`src/rtl/armleosoc_axi_read_arbiter.sv`:
```
// armleosoc_axi_read_arbiter: round-robin arbiter sharing one AXI4 read channel among N hosts
module armleosoc_axi_read_arbiter #(
  parameter int OPT_NUMBER_OF_HOSTS = 2,
  parameter int ADDR_WIDTH = 34,
  parameter int DATA_WIDTH = 32
) (
  input  logic                                       clk,
  input  logic                                       rst,
  input  logic [OPT_NUMBER_OF_HOSTS-1:0]             host_arvalid,
  output logic [OPT_NUMBER_OF_HOSTS-1:0]             host_arready,
  input  logic [OPT_NUMBER_OF_HOSTS*ADDR_WIDTH-1:0]  host_araddr,
  input  logic [OPT_NUMBER_OF_HOSTS*8-1:0]           host_arlen,
  output logic [OPT_NUMBER_OF_HOSTS-1:0]             host_rvalid,
  input  logic [OPT_NUMBER_OF_HOSTS-1:0]             host_rready,
  output logic [DATA_WIDTH-1:0]                      host_rdata,
  output logic [1:0]                                 host_rresp,
  output logic                                       host_rlast,
  output logic                                       m_arvalid,
  input  logic                                       m_arready,
  output logic [ADDR_WIDTH-1:0]                      m_araddr,
  output logic [7:0]                                 m_arlen,
  input  logic                                       m_rvalid,
  output logic                                       m_rready,
  input  logic [DATA_WIDTH-1:0]                      m_rdata,
  input  logic [1:0]                                 m_rresp,
  input  logic                                       m_rlast
);
  localparam int N = OPT_NUMBER_OF_HOSTS;
  localparam int IW = N > 1 ? $clog2(N) : 1;
  localparam logic [IW:0] NL = N[IW:0];
  typedef enum logic [1:0] {IDLE, ADDR, DATA} state_t;
  state_t r_state, w_next;
  logic [IW-1:0] r_ptr, r_grant, w_pick, w_off;
  logic [IW:0] w_sum;
  logic [N-1:0] w_rot;
  logic [ADDR_WIDTH-1:0] r_addr;
  logic [7:0] r_len;
  logic w_any, w_done;
  // Rotate requests so bit 0 is the host at r_ptr; lowest set bit is the winner
  always_comb begin
    w_rot = N'({host_arvalid, host_arvalid} >> r_ptr);
    w_off = '0;
    for (int i = N - 1; i >= 0; i--) w_off = w_rot[i] ? IW'(i) : w_off;
    w_sum = {1'b0, r_ptr} + {1'b0, w_off};
    w_pick = w_sum >= NL ? IW'(w_sum - NL) : IW'(w_sum);
  end
  assign w_any = |host_arvalid;
  assign w_done = m_rvalid & m_rready & m_rlast;
  always_comb begin
    w_next = r_state;
    case (r_state)
      IDLE: w_next = w_any ? ADDR : IDLE;
      ADDR: w_next = m_arready ? DATA : ADDR;
      default: w_next = w_done ? IDLE : DATA;
    endcase
  end
  always_ff @(posedge clk) begin
    if (rst) begin
      r_state <= IDLE;
      r_ptr <= '0;
      r_grant <= '0;
      r_addr <= '0;
      r_len <= '0;
    end else begin
      r_state <= w_next;
      if (r_state == IDLE && w_any) begin
        r_grant <= w_pick;
        r_addr <= host_araddr[w_pick*ADDR_WIDTH +: ADDR_WIDTH];
        r_len <= host_arlen[w_pick*8 +: 8];
      end
      if (r_state == DATA && w_done) r_ptr <= r_grant == IW'(N - 1) ? '0 : r_grant + 1'b1;
    end
  end
  assign host_arready = (r_state == IDLE && w_any) ? N'(1) << w_pick : '0;
  assign m_arvalid = r_state == ADDR;
  assign m_araddr = r_addr;
  assign m_arlen = r_len;
  assign host_rvalid = (r_state == DATA && m_rvalid) ? N'(1) << r_grant : '0;
  assign m_rready = r_state == DATA && host_rready[r_grant];
  assign host_rdata = m_rdata;
  assign host_rresp = m_rresp;
  assign host_rlast = m_rlast;
endmodule

```
`config.mk`:
```
export PLATFORM = sky130hd
export DESIGN_NAME = armleosoc_axi_read_arbiter
export DESIGN_NICKNAME = d
export VERILOG_FILES = /design/src/rtl/armleosoc_axi_read_arbiter.sv
export SDC_FILE = /design/constraint.sdc
export NUM_CORES = 1
export LEC_CHECK = 0
export BUFFER_PORTS_ARGS = -buffer_cell sky130_fd_sc_hd__buf_2
export CAP_MARGIN = 25
export CORE_MARGIN = 5
export CORE_UTILIZATION = 42
export DETAILED_ROUTE_END_ITERATION = 10
export HOLD_SLACK_MARGIN = 0.02
export PLACE_DENSITY = 0.87
export SLEW_MARGIN = 20
export SYNTH_ARGS = -nofsm -noshare
export SYNTH_HDL_FRONTEND = slang
export SYNTH_SLANG_ARGS = --single-unit
```
`constraint.sdc`:
```
create_clock -name clk -period 2.21 [get_ports clk]
set_input_delay 0.1105 -clock clk [delete_from_list [all_inputs] [get_ports clk]]
set_output_delay 0.1105 -clock clk [all_outputs]
set_load 0.02 [all_outputs]
```
# Word level (Yosys, flattened, before mapping)
# Index checks and enable logic that the tools add are counted.
classes:
  magnitude_cmp: 2
  muxes: 12
  n_eq_ne: 2
  n_reduce_logical: 6
  bitwise: 2
  n_addsub: 3
  n_shift: 5
  multipliers: 1
ops:
  columns: ["cell", "n"]
  rows:
  - ["indexed part select 68 x 8 -> 34 bit", 1]
  - ["indexed part select 16 x 5 -> 8 bit", 1]
  - ["two-way mux 2 bit", 4]
  - ["two-way mux 1 bit", 7]
  - ["multiplier 1 x 5 -> 6 bit (second input constant)", 1]
  - ["logical AND 1 bit", 4]
  - ["case mux 2 bit (2 select lines)", 1]
  - ["<< shifter 1 x 1 -> 2 bit (first input constant)", 2]
  - ["right shift 4 x 1 -> 2 bit", 1]
  - ["adder 1 x 1 -> 2 bit", 1]
  - ["AND 1 bit", 2]
  - ["== test 2 x 1 -> 1 bit (second input constant)", 1]
  - ["== test 2 bit (second input constant)", 1]
  - ["greater-or-equal comparator 2 bit (second input constant)", 1]
  - ["zero test 2 bit", 1]
  - ["less-than comparator 1 x 2 -> 1 bit (second input constant)", 1]
  - ["OR reduction 2 bit", 1]
  - ["adder 1 bit (second input constant)", 1]
  - ["subtractor 1 bit (second input constant)", 1]
word_totals:
  in_bits: 127
  word_cells: 38
  ff_bits: 46

# Logic depth before layout (Yosys ltp)
# Gate-level depths: netlist of run 1.
logic_depth:
  word_depth: 8
  ltp_mapped: 6
  ltp_nobuf: 3

# Worst setup path before layout of run 1
# Ideal clock, no wire load.
synth_timing:
  path_kind: "reg-to-output"
  start: "reg r_state[0]"
  end: "out host_arready[1]"
  required_time_ps: 2099
  t_arrival_ps: 1146
  setup_slack_ps: 954
  path_buffers: 1
  path_stages_with_launch: 4
  path_cell_list: "dfxtp_1 > nor2_2 > clkbuf_1 > and3_1"
synth_via:
  elab_chain_cells: 3
synth_rtl:
  columns: ["element", "line_no", "text"]
  rows:
  - ["from (decl)", "32", "state_t r_state, w_next;"]
  - ["from (signal assigned)", "65", "r_state <= w_next;"]
  - ["zero test 2 bit", "74", "assign host_arready = (r_state == IDLE && w_any) ? N'(1) << w_pick : '0;"]
  - ["logical AND 1 bit", "74", null]
  - ["two-way mux 2 bit", "74", null]
  - ["to (decl)", "10", "output logic [OPT_NUMBER_OF_HOSTS-1:0] host_arready,"]
# Every way passes these cells.

# Worst setup path after layout of run 1
layout_timing:
  start: "reg r_state[0]"
  end: "out host_arready[0]"
# Same word-level chain as after synthesis.

==> impl_metrics.json, run 1 <==
{
  "hold_path_startpoint": "m_arready",
  "die_width_um": 87.1,
  "ir_drop_mv": 0.314,
  "fin_crit_sh_pct": 79.3,
  "drv_cap": 0,
  "cts_num_sinks": 46,
  "critical_path.slowest_cell": "dfxtp_1",
  "drt-initial-drc-count": 189,
  "gr-total-overflow": 0,
  "synth_cells": 310,
  "path_buf_inv": 2,
  "yosysMostFrequentCell": "dfxtp_1",
  "synth_commonest_cells": "dfxtp_1 (46), nand4_1 (43), o21ai_0 (43)",
  "placementRows": 28,
  "vias_per_cell": 5.89,
  "outcome": "complete, no violations",
  "seq_area_frac_synth_pct": 36.9,
  "synth-edff-count": 0,
  "worstSetupPathType": "reg -> out",
  "h-tree-depth": 2,
  "grt_pass1_wl_um": 12200,
  "end_kind": "output port",
  "rrSetupSlack_ns": 0.62,
  "ys_types": 23,
  "area_delta_synth_final_pct": 22.5,
  "drc": 0,
  "setup_tns_ns": 0,
  "grt.total_usage_pct": 19.8,
  "p_total_mw": 2.22,
  "critPathMaxFanout": 27,
  "die_h_um": 87.1,
  "regToRegStartpoint": "r_state[1]$_SDFF_PP0_",
  "tightest_slew_ns": 0.552,
  "post_cts_buffers": 0,
  "wl_met3_um": 1020,
  "p_leak_nw": 1.35,
  "hold_depth": 2,
  "startpoint_type": "register",
  "start_util_pct": 42.7,
  "hold_path.class": "in -> reg",
  "port_buffers": 141,
  "num_io_pins": 210,
  "slew_violations": 0,
  "yosys.area_share.simple_pct": 22.7,
  "dp_hpwl_um": 5800,
  "synth_nets": 437,
  "maxSlewHeadroom_pct": 63.2,
  "syn_area_per_cell_sq_um": 8.06,
  "routed-wl-met2_um": 3820,
  "yosysTopAreaCell": "dfxtp_1",
  "synthMuxAreaShare_pct": 0.902,
  "antenna_found_initial": 0,
  "routedWlPerCell_um": 17.2,
  "setup_viol": 0,
  "die_area_sq_um": 7590,
  "hold_end": "r_state[1]$_SDFF_PP0_",
  "finalHoldViolations": 0,
  "clk_latency_ns": 0.29,
  "worstPathArrival_ns": 1.64,
  "cts_buffers": 5,
  "vias": 2799,
  "dr.pass1.iters": 5,
  "synth_area_sq_um": 2500,
  "wirelength_um": 8150,
  "path_cells": "a211oi_4 > buf_4 > and2_1 > buf_2",
  "grt_pass1_vias": 2599,
  "cts_resized": 0,
  "r2r_end": "m_araddr[23]$_SDFFE_PP0P_",
  "grt_max_degree": 46,
  "cts.clk_slew.worst_paths_ns": 0.09,
  "yosysWarningCount": 0,
  "cts_root_buffer": "clkbuf_8",
  "synth_top_area_share_pct": 36.9,
  "drtAntennaViolNets": 0,
  "cts_hold_buf": 0,
  "drive_gt1_share_pct": 41.3,
  "p_per_area_nw_per_um2": 726,
  "num-nets-final": 526,
  "synth-compound-area-share_pct": 20.8,
  "period_needed_ns": 1.75,
  "fin_skew_ns": 0.00971,
  "synthFlopType": "dfxtp_1",
  "cp_top_family": "buffers and inverters",
  "fmax_mhz": 571,
  "routed.top_layer": "met4",
  "slowest_delay_ns": 0.39,
  "n_antenna_cell": 0,
  "rr_worst_depth": 4,
  "crit_required_ns": 2.10,
  "core_sq_um": 5850,
  "netlist_top_cells_area": "dfxtp_1 (37%), buf_4 (11%), nand4_1 (11%), a31oi_1 (11%), o21ai_0 (8.6%)",
  "rsz0062_at_grt": "false",
  "crit_path_start": "r_state[0]$_SDFF_PP0_",
  "yosys.area_share.adder_pct": 0,
  "synth_top_family_by_area": "simple AND/OR/NAND/NOR gates",
  "tritoncts": "done",
  "async_flop_share_pct": 0,
  "ys_ff_latch": 46,
  "clock_path_buffers": 2,
  "wl_met1_um": 3150,
  "synth-xor-area-share_pct": 0,
  "place_congestion": 0.805
}
layout by cell type, fill, tap and decap left out, types with 3 or more instances in the layout:
master / instances
buf_2: 141
dfxtp_1: 46
nand4_1: 43
o21ai_0: 43
nand3_1: 42
a31oi_1: 42
buf_4: 11
clkbuf_8: 5
nor2b_1: 4
and3_1: 3
cells by family (layout without fill, tap and decap cells):
family	after synthesis	in the layout
multiplexers	2	2
buffers and inverters	73	163
AO/OA/AOI/OAI	89	89
AND/OR/NAND/NOR	100	100
flip-flops	46	46
sequential cells by signal, summed over array words and instances (netlist names):
register	flops
r_grant	1
m_arlen	8
m_araddr	34
r_ptr	1
r_state	2
layer usage:
layer	vias up	track usage, %
li1	1308	-
met4	0	6.28
met5	-	0
met3	20	4.64
met1	1272	24.6
met2	199	33.7
stage by stage:
| stage | instance area (sq um) | hold WS (ns) | setup slack (ns) | util (%) | cells |
|---|---|---|---|---|---|
| after floorplan | 2500 | 0.265 | 0.954 | - | 310 |
| after global placement | 2950 | 0.221 | 0.723 | 50.4 | 467 |
| after detailed placement | 2950 | 0.221 | 0.628 | 50.4 | 467 |
| after CTS | 3060 | 0.0708 | 0.462 | 52.3 | 475 |
| after global routing | 3060 | 0.0777 | 0.383 | 52.3 | 475 |
| final | 3060 | 0.0728 | 0.458 | 52.3 | 475 |
layout make-up:
cell class / count / area [sq um]
tap: 75 / 93.8
multi-input combinational: 191 / 1120
inverter: 2 / 7.51
sequential: 46 / 921
clock buffer: 6 / 72.6
clock inverter: 2 / 37.5
timing repair buffer: 153 / 808
fill: 565 / 2790
power by group:
group	internal, mW	switching, mW
sequential	0.908	0.0453
combinational	0.236	0.409
clock	0.338	0.285
worst max path at each step:
stage                     slack (ns)  depth (start not counted)                   endpoint
final                           0.46                          4            host_arready[0]
after global routing            0.38                          4            host_arready[0]
after CTS                       0.46                          4            host_arready[0]
after detailed placement        0.63                          4  m_araddr[23]$_SDFFE_PP0P_
after global placement          0.72                          4  m_araddr[25]$_SDFFE_PP0P_
after floorplan                 0.95                          3            host_arready[1]
Power figures use the tool's default switching activity.
==> run 2, diff against run 1 <==
--- a/config.mk
+++ b/config.mk
@@ -8,10 +8,10 @@
 export BUFFER_PORTS_ARGS = -buffer_cell sky130_fd_sc_hd__buf_2
 export CAP_MARGIN = 25
 export CORE_MARGIN = 5
-export CORE_UTILIZATION = 42
+export CORE_UTILIZATION = 39
 export DETAILED_ROUTE_END_ITERATION = 10
 export HOLD_SLACK_MARGIN = 0.02
-export PLACE_DENSITY = 0.87
+export PLACE_DENSITY = 0.81
 export SLEW_MARGIN = 20
 export SYNTH_ARGS = -nofsm -noshare
 export SYNTH_HDL_FRONTEND = slang
==> constraint.sdc (replaced) <==
create_clock -name clk -period 1.7 [get_ports clk]
set_input_delay 0.085 -clock clk [delete_from_list [all_inputs] [get_ports clk]]
set_output_delay 0.085 -clock clk [all_outputs]
set_load 0.02 [all_outputs]
==> run 2 against run 1 <==
Sequential cell count is the same. Combinational power grew 30%. Clock skew shrank 0.0041 ns. Global-route usage shrank 1.1 points. Clock-buffer cell count is the same. Design area grew 0.61%. Via count grew 0.21%. Critical path type unchanged. Largest power group unchanged.
==> impl_metrics.json, run 2 (synthesized netlist as in run 1, its figures left out) <==
{
  "worstPathArrival_ns": 1.47,
  "intPower_mw": 1.96,
  "startpoint_type": "register",
  "p_leak_nw": 1.36,
  "holdWs_ns": 0.0576,
  "place_inst": 472,
  "p_total_mw": 2.90,
  "die_h_um": 90.0,
  "critPathMaxFanout": 6,
  "post_cts_buffers": 0,
  "fin_cells": 479,
  "layout_common_cells": "buf_2 (141), dfxtp_1 (46), nand4_1 (43), o21ai_0 (43)",
  "drc": 0,
  "h-tree-depth": 2,
  "slowest_delay_ns": 0.39,
  "routedWlPerCell_um": 16.7,
  "period_needed_ns": 1.55,
  "cts_root_buffer": "clkbuf_8",
  "cp_top_family": "flip-flops",
  "grt_max_degree": 34,
  "critical_path.slowest_cell": "dfxtp_1",
  "cts_buffers": 5,
  "num-nets-final": 529,
  "tritoncts": "done",
  "antenna_found_initial": 0,
  "clock_path_buffers": 2,
  "wl_met1_um": 3140,
  "maxSlewHeadroom_pct": 65.6,
  "drt-initial-drc-count": 138,
  "tightest_slew_ns": 0.516,
  "wirelength_um": 8020,
  "wl_met3_um": 936,
  "vias_per_cell": 5.86,
  "p_per_area_nw_per_um2": 943,
  "netSwitchingPower_mw": 0.942,
  "start_util_pct": 39.8,
  "crit_required_ns": 1.62,
  "hold_path.class": "in -> reg",
  "vias": 2805,
  "setup_viol": 0,
  "seq_power_share_pct": 42.6,
  "core_sq_um": 6280,
  "switching_share_pct": 32.5,
  "rsz0062_at_grt": "false",
  "grt.total_usage_pct": 18.7,
  "combPwrFrac_pct": 28.8,
  "dp_hpwl_um": 5830,
  "place_area_sq_um": 2960,
  "routed-wl-met2_um": 3760,
  "layout_commonest_cell": "buf_2",
  "clock_power_share_pct": 28.5,
  "fmax_mhz": 644,
  "outcome": "complete, no violations",
  "grt_pass1_vias": 2737,
  "drv_cap": 0,
  "place_congestion": 0.757,
  "cts_num_sinks": 46,
  "grt_pass1_wl_um": 13000,
  "end_kind": "output port",
  "setup_slack_ns": 0.148,
  "post-place-ws_ns": 0.376,
  "fin_util_pct": 49.0,
  "cts.clk_slew.worst_paths_ns": 0.08,
  "clk_latency_ns": 0.30,
  "n_antenna_cell": 0,
  "drive_gt1_share_pct": 41.8,
  "fin_skew_ns": 0.00561,
  "fin_crit_sh_pct": 91.3,
  "drtAntennaViolNets": 0,
  "gr-total-overflow": 0,
  "ir_drop_mv": 0.420,
  "die_area_sq_um": 8100,
  "num_io_pins": 210,
  "dr.pass1.iters": 4,
  "die_width_um": 90.0,
  "port_buffers": 141,
  "area_delta_synth_final_pct": 23.2,
  "routed.top_layer": "met4",
  "path_cells": "a211oi_4 > buf_4 > and2_1 > buf_2",
  "placementRows": 29,
  "path_buf_inv": 2,
  "finalHoldViolations": 0,
  "slew_violations": 0,
  "worstSetupPathType": "reg -> out",
  "largest_reg_flops": 34,
  "setup_tns_ns": 0,
  "final_area_sq_um": 3080
}
## run 2: changes by cell type in the layout (fill, tap and decap cells not counted), sizes merged
cell / before / now
clkinvlp: 1 / 0
buf: 153 / 156
## run 2: per-layer routing
metal  up-vias  track usage [%]
li1       1316                -
met1      1286             21.7
met3        23             6.43
met5         -                0
met4         0             6.95
met2       180             31.6
## run 2: worst register-to-register path, stage by stage (launching register included)
cell,delay [ns]
dfxtp_1,0.39
a211oi_4,0.28
buf_4,0.29
nand3_1,0.13
a31oi_1,0.15
## run 2: cell type report
cell class / instances / area (sq um)
timing repair buffer: 156 / 822
inverter: 2 / 7.51
fill: 636 / 3200
clock inverter: 1 / 30.0
tap: 77 / 96.3
clock buffer: 6 / 82.6
sequential: 46 / 921
multi-input combinational: 191 / 1120
## run 2: path summary, 6_finish.rpt
check        cells after the start                   endpoint  slack (ns)                 startpoint
max                              4            host_arready[0]        0.15      r_state[0]$_SDFF_PP0_
min                              2      r_state[1]$_SDFF_PP0_        0.06                  m_arready
max reg2reg                      4   m_araddr[0]$_SDFFE_PP0P_        0.37      r_state[0]$_SDFF_PP0_
min reg2reg                      2  m_araddr[21]$_SDFFE_PP0P_        0.50  m_araddr[21]$_SDFFE_PP0P_
## run 2: what timing repair did
| action | in CTS | in global routing |
|---|---|---|
| gates resized for setup | 0 | 1 |
| endpoints found under the setup margin | 0 | 1 |
| endpoints found under the hold margin | 0 | 0 |
| hold buffers | 0 | 0 |
## run 2: power groups by stage
stage               registers (mW)  clock network [mW]  logic (mW)
detailed placement            1.26                   0       0.838
CTS                           1.24               0.855       0.839
floorplan                     1.37                   0       0.532
finish                        1.24               0.828       0.837
global route                  1.25               0.897       0.906
global placement              1.26                   0       0.824
